$ cat config.mk
export PLATFORM = sky130hd
export DESIGN_NAME = lfsr_gen
export DESIGN_NICKNAME = d
export VERILOG_FILES = /design/src/rtl/lfsr_gen.sv
export SDC_FILE = /design/constraint.sdc
export NUM_CORES = 1
export LEC_CHECK = 0
export CORE_ASPECT_RATIO = 1.25
export CORE_MARGIN = 2
export CORE_UTILIZATION = 40
export DETAILED_ROUTE_END_ITERATION = 10
export PLACE_DENSITY = 0.69
export SYNTH_ARGS = -nofsm -noshare
export SYNTH_HDL_FRONTEND = slang
export SYNTH_SLANG_ARGS = --single-unit
$ cat constraint.sdc
create_clock -name clk -period 5.8 [get_ports clk]
set_clock_uncertainty 0.15 [all_clocks]
set_input_delay 0.58 -clock clk [delete_from_list [all_inputs] [get_ports clk]]
set_output_delay 0.58 -clock clk [all_outputs]
set_load 0.01 [all_outputs]
$ cat src/rtl/lfsr_gen.sv
// rtl/lfsr_gen.sv - Fibonacci/Galois LFSR word generator with valid/ready config and output ports
// Optional feature macro: LFSR_LOCKUP_RECOVER_EN (zero-seed recovery and lockup pulse).
module lfsr_gen #(
  parameter int NBITS = 8,
  parameter int OUT_W = 1
) (
  input  logic             clk,
  input  logic             rst,
  input  logic             cfg_val,
  output logic             cfg_rdy,
  input  logic [NBITS-1:0] cfg_tap,
  input  logic [NBITS-1:0] cfg_seed,
  input  logic             cfg_galois,
  output logic             out_val,
  input  logic             out_rdy,
  output logic [OUT_W-1:0] out_data,
  output logic [15:0]      word_cnt
`ifdef LFSR_LOCKUP_RECOVER_EN
  ,
  output logic             lockup
`endif
);

  typedef enum logic {
    IDLE = 1'b0,
    RUN  = 1'b1
  } state_t;

  // Tap bit 0 never participates in feedback.
  localparam logic [NBITS-1:0] TAP_MASK = {{(NBITS-1){1'b1}}, 1'b0};
  localparam logic [NBITS-1:0] ONE      = {{(NBITS-1){1'b0}}, 1'b1};

  state_t           state;
  state_t           state_nxt;
  logic [NBITS-1:0] q;
  logic [NBITS-1:0] tap;
  logic             galois;
  logic [NBITS-1:0] q_adv;
  logic [NBITS-1:0] seed_eff;
  logic             word_take;

  function automatic logic [NBITS-1:0] lfsr_step(
    input logic [NBITS-1:0] s,
    input logic [NBITS-1:0] t,
    input logic             g
  );
    logic [NBITS-1:0] nxt;
    logic             b;
    b   = s[0];
    nxt = '0;
    if (g) begin
      nxt[NBITS-1] = b;
      for (int i = 0; i < NBITS - 1; i++) begin
        nxt[i] = s[i+1] ^ (t[i+1] & b);
      end
    end else begin
      nxt = {b ^ (^(s & t & TAP_MASK)), s[NBITS-1:1]};
    end
    return nxt;
  endfunction

  // Unroll OUT_W steps: each step contributes its q[0] and feeds the next.
  always_comb begin
    logic [NBITS-1:0] cur;
    out_data = '0;
    cur      = q;
    for (int j = 0; j < OUT_W; j++) begin
      out_data[j] = cur[0];
      cur         = lfsr_step(cur, tap, galois);
    end
    q_adv = cur;
  end

  always_comb begin
    state_nxt = state;
    if (cfg_val) begin
      state_nxt = RUN;
    end
  end

  always_ff @(posedge clk) begin
    if (rst) begin
      state <= IDLE;
    end else begin
      state <= state_nxt;
    end
  end

  assign cfg_rdy   = 1'b1;
  assign out_val   = (state == RUN);
  assign word_take = out_val && out_rdy;

`ifdef LFSR_LOCKUP_RECOVER_EN
  assign seed_eff = (cfg_seed == '0) ? ONE : cfg_seed;
`else
  assign seed_eff = cfg_seed;
`endif

  // A config load takes priority over a concurrent word step.
  always_ff @(posedge clk) begin
    if (rst) begin
      q        <= '0;
      tap      <= '0;
      galois   <= 1'b0;
      word_cnt <= 16'd0;
    end else if (cfg_val) begin
      q        <= seed_eff;
      tap      <= cfg_tap;
      galois   <= cfg_galois;
      word_cnt <= 16'd0;
    end else if (word_take) begin
      q        <= q_adv;
      word_cnt <= word_cnt + 16'd1;
    end
  end

`ifdef LFSR_LOCKUP_RECOVER_EN
  always_ff @(posedge clk) begin
    if (rst) begin
      lockup <= 1'b0;
    end else begin
      lockup <= cfg_val && (cfg_seed == '0);
    end
  end
`endif

endmodule

==> results of run 1 <==
[critical path, cell delays in order]
cell and delay [ns]:
clkdlybuf4s50_1 0.46, and2_1 0.60, nand2_1 0.18, or3_1 0.50
or3_1 0.38, a21oi_1 0.14
[layout make-up]
type / instances / area (um^2)
flip-flops and latches: 33 / 661
clock buffers: 7 / 86.3
repair buffers: 37 / 370
inverters: 2 / 7.51
fillers: 379 / 1760
well taps: 40 / 50.0
multi-input cells: 136 / 823
[synth_stat cells (all sizes together)]
cell,n
nor2,39
dfxtp,33
nand2,18
xor2,14
a21oi,11
clkbuf,11
mux2i,9
a211oi,6
xnor2,6
nand3,5
o21ai,5
nand4,4
or3,4
and2,2
inv,2
mux2,2
nor3,2
xnor3,2
a32oi,1
and4,1
buf,1
conb,1
ha,1
nand3b,1
nor2b,1
or2,1
[worst max path at each step]
stage / from / endpoint / cells after the start
floorplan: out_rdy / word_cnt[12] / 6
global placement: out_rdy / word_cnt[12] / 6
detailed placement: out_rdy / word_cnt[8] / 6
CTS: out_rdy / word_cnt[12] / 6
global route: out_rdy / word_cnt[14] / 7
finish: out_rdy / word_cnt[8] / 6
[sequential cells by signal, summed over array words and instances, names as in the netlist]
| signal | cells |
|---|---|
| out_val | 1 |
| galois | 1 |
| word_cnt | 16 |
| q | 8 |
| tap | 7 |
[metrics by stage]
step | total power (W) | instances | utilization (%) | instance area, um^2
global placement | 0.000294 | 248 | 50.9 | 1910
finish | 0.000461 | 255 | 53.2 | 2000
floorplan | 0.000275 | 183 | - | 1540
global route | 0.000484 | 255 | 53.2 | 2000
detailed placement | 0.000295 | 248 | 50.9 | 1910
CTS | 0.000468 | 255 | 53.2 | 2000
[report_power, final]
group	internal (W)	switching, W
clock	0.0000940	0.0000778
sequential	0.000234	0.00000687
combinational	0.0000276	0.0000205
total	0.000356	0.000105
[kinds of logic (layout without fill, tap and decap cells)]
family / Yosys count / after routing
AOI/OAI and AO/OA: 23 / 23
xor gates and xnor gates: 22 / 22
other: 1 / 1
muxes: 11 / 11
buffers and inverters: 14 / 46
and+or+nand+nor: 78 / 78
adders and majority gates: 1 / 1
DFF: 33 / 33
[layer usage]
layer | track usage, % | up-vias | routed length, um
li1 | - | 667 | -
met5 | 0 | - | 0
met1 | 17.1 | 578 | 1310
met2 | 28.1 | 28 | 1580
met3 | 4.40 | 8 | 180
met4 | 8.89 | 0 | 68
==> qor.csv, run 1 <==
metric,value,unit
core area,3750,um^2
Synth Area in Compound Gates,8.69,%
Power per Cell Area,231,nW/um^2
Row Count,25,
endpoint type of the worst setup path,flop,
CTS hold repair buffers,0,
nets@finish,237,
initial antenna violation count,0,
drt initial violations,33,
Final WS setup,3.01,ns
"Slew Viols, Final",0,
Max-Cap Viols,0,
CP startpoint kind,input pin,
Vias,1281,
share of layout cells above drive strength 1,3.72,%
post-synthesis xor/xnor area fraction,14.3,%
"Setup violations, final",0,
status,"finished, final reports clean",
largest net degree at the start of global routing,26,
leakage power total,0.715,nW
drt first pass iters,4,
post-synthesis mux area share,7.31,%
measured slew at the worst slew-check pin,1.03,ns
I/O pin cnt,40,
post-synthesis sequential area ratio,42.9,%
worst-path maximum fanout,21,
half-perimeter wire length after placement,2160,um
Final GP Congestion,0.732,
Min Hold Slack,0.350,ns
Area contributors post-synth,"dfxtp_1 43%, nor2_1 9.5%, xor2_1 8.0%, mux2i_1 5.8%, nand2_1 4.4%",
Post-Synthesis Cells,183,
Slew HR,31.1,%
mapped cell area,1540,um^2
yosys warns,0,
clock root cell,clkbuf_8,
number of synthesized register bits,33,
CTS Buffer Depth,2,
first-pass GRT wire length,5270,um
R2R cell count,5,
initial core utilization,41.0,%
Num CTS Buffers,5,
critical path class,in2reg,
Die Width,59.5,um
simple-gate share of the synthesized area,22.1,%
syn avg cell area,8.42,um^2
most frequent cells in the layout,"39 x nor2_1, 37 x clkdlybuf4s50_1, 33 x dfxtp_1",
Tcrit/Tclk final,48.0,%
worst min-delay path class,reg2reg,
top cell type's share of synthesized area,42.9,%
hold path depth,2,
worst reg2reg path endpoint,word_cnt[8],
largest family of logic cells by synthesized area,simple AND/OR/NAND/NOR gates,
Via density,5.02,
post-route ant nets,0,
Final Hold Fails,0,
"leading cell type in the layout, fill and taps excluded",nor2_1,
"Clk Latency, worst-skew pair",0.28,ns
number of global-route vias before repair,1252,
Total GRT Usage,16.1,%
worst reg2reg path startpoint,out_val,
IO Port Bufs,37,
Hold Path End,out_val,
Sink Count,33,
reg2reg setup slack,3.40,ns
maximum clock rate,359,MHz
area delta synth->final,29.7,%
post-synth top area cell,dfxtp_1,
chip height,73.4,um
startpoint of the worst hold path,out_val,
Post-Synth Adder-Cell Area,0.812,%
PostCTS Resize Cnt,0,
CTS tree,yes,
Antenna Cells,0,
Routed WL,3140,um
CP required,5.86,ns
Worst-path clk slew,0.06,ns
worst vdd ir,0.141,mV
post-synth cell types,28,
# DRC,0,
setup TNS,0,ns
Worst EP arrival,2.85,ns
min Tclk post-route,2.79,ns
RSZ-0062 raised after global routing,no,
H-tree Lvls,2,
syn nets,205,
per-cell routed wire length,12.3,um
post-CTS setup buffer count,0,
Die Area,4370,um^2
total grt overflow,0,
pre-CTS setup slack,2.71,ns
Power figures use the tool's default switching activity.
==> inputs of run 2 (changes only) <==
PLACE_DENSITY = 0.71   (was 0.69)
clock period = 2.41 ns   (was 5.8 ns; I/O delays follow)
==> qor.csv, run 2 (synthesized netlist as in run 1, its figures left out) <==
metric,value,unit,change
critical path class,reg2reg,,
initial core utilization,41.0,%,unchanged
WP buf/inv,0,,-1
per-cell routed wire length,12.3,um,+0.19%
drt initial violations,49,,+48%
PostCTS Resize Cnt,0,,unchanged
"leading cell type in the layout, fill and taps excluded",nor2_1,,
chip height,73.4,um,unchanged
biggest regs,"word_cnt (16), q (8), tap (7)",,
most frequent cells in the layout,"39 x nor2_1, 37 x clkdlybuf4s50_1, 33 x dfxtp_1",,
Vias,1319,,+3.0%
CTS Buffer Depth,2,,unchanged
IO Port Bufs,37,,unchanged
Filler cells,359,,-5.3%
initial antenna violation count,0,,unchanged
Antenna Cells,0,,unchanged
number of global-route vias before repair,1218,,-2.7%
Routed WL,3190,um,+1.4%
CTS tree,yes,,
total grt overflow,0,,unchanged
CP peak stage delay,0.39,ns,-0.21 ns
Reg with most FFs,word_cnt,,
CP startpoint kind,flop,,
setup TNS,0,ns,unchanged
Final GP Congestion,0.777,,+6.2%
Die Area,4370,um^2,unchanged
maximum clock rate,504,MHz,
half-perimeter wire length after placement,2320,um,+7.7%
worst min-delay path class,reg2reg,,
Tcrit/Tclk final,82.3,%,
largest net degree at the start of global routing,19,,-27%
max reg flops,16,,unchanged
"Slew Viols, Final",0,,unchanged
"Setup violations, final",0,,unchanged
CTS hold repair buffers,0,,unchanged
Worst EP arrival,2.00,ns,-0.85 ns
Num CTS Buffers,5,,unchanged
Power per Cell Area,534,nW/um^2,+130%
post-route ant nets,0,,unchanged
Critical Path Slowest Stage Cell,xnor3_1,,
post-CTS setup buffer count,0,,unchanged
leakage power total,0.731,nW,+2.1%
Total GRT Usage,15.7,%,-0.41 points
endpoint type of the worst setup path,flop,,
placed cell area,1940,um^2,+1.6%
Max-Cap Viols,0,,unchanged
I/O pin cnt,40,,unchanged
area delta synth->final,30.9,%,
RSZ-0062 raised after global routing,no,,
"Critical Path, Cell by Cell",nand2_1 > xnor3_1 > xnor3_1 > mux2_1 > a21oi_1 > o21ai_1,,
share of layout cells above drive strength 1,5.50,%,+1.8 points
Multi-input gate area,823,um^2,unchanged
most frequent CP cell,xnor3_1,,
status,"finished, final reports clean",,
min Tclk post-route,1.98,ns,
nets@finish,241,,+1.7%
CP required,2.42,ns,-3.44 ns
"Clk Latency, worst-skew pair",0.28,ns,about the same
post-route cell area,2020,um^2,+0.88%
# DRC,0,,unchanged
Sink Count,33,,unchanged
Worst-path clk slew,0.07,ns,about the same
Die Width,59.5,um,unchanged
family with the most delay on the worst path,XOR/XNOR gates,,
drt first pass iters,4,,unchanged
worst-path maximum fanout,3,,-86%
worst vdd ir,0.453,mV,+220%
clock root cell,clkbuf_8,,
Via density,5.11,,+1.8%
register area,661,um^2,unchanged
Final Hold Fails,0,,unchanged
core area,3750,um^2,unchanged
H-tree Lvls,2,,unchanged
first-pass GRT wire length,5110,um,-3.0%
Row Count,25,,unchanged
==> run 2: changes by cell type in the layout (fill, tap and decap cells not counted) <==
cell      before  now
clkbuf_1       1    0
buf_4          0    4
clkinv_2       0    1
clkbuf_8       6    5
==> run 2: path summary, 6_finish.rpt <==
check          start       to  slack [ns]  cells past startpoint
max             q[2]     q[7]        0.43                      6
min reg2reg  out_val  out_val        0.33                      2
min          out_val  out_val        0.33                      2
max reg2reg     q[2]     q[7]        0.43                      6
==> run 2: area by class of cell <==
class / instances / area share (%)
timing repair buffer: 41 / 19.9
clock buffer: 5 / 3.41
sequential: 33 / 32.8
clock inverter: 1 / 0.248
tap: 40 / 2.48
multi-input combinational: 136 / 40.8
inverter: 2 / 0.372
==> run 2: layer usage <==
| layer | global-route usage (%) | wire length, um |
|---|---|---|
| met1 | 15.9 | 1280 |
| met2 | 28.1 | 1630 |
| met3 | 6.34 | 236 |
| met4 | 5.93 | 45 |
| met5 | 0 | 0 |
==> run 2: tightest hold or removal path: cells and delay by family, from the launching register on <==
family,cells,cell delay (ns)
DFF,1,0.32
and+or+nand+nor,2,0.12
==> run 2: stage by stage <==
stage               total power [W]  worst slack, ns  instances  hold slack, ns  util (%)
finish                      0.00108            0.426        258           0.333      53.7
global route                0.00112            0.334        258           0.369      53.7
CTS                         0.00109            0.410        258           0.339      53.7
detailed placement         0.000715            0.201        252           0.327      51.7
global placement           0.000713            0.230        252           0.323      51.7
floorplan                  0.000662            0.524        183           0.234         -
==> run 2: power by group <==
part	internal [W]	switching, W
registers	0.000564	0.0000162
clock network	0.000190	0.000185
logic	0.0000700	0.0000507
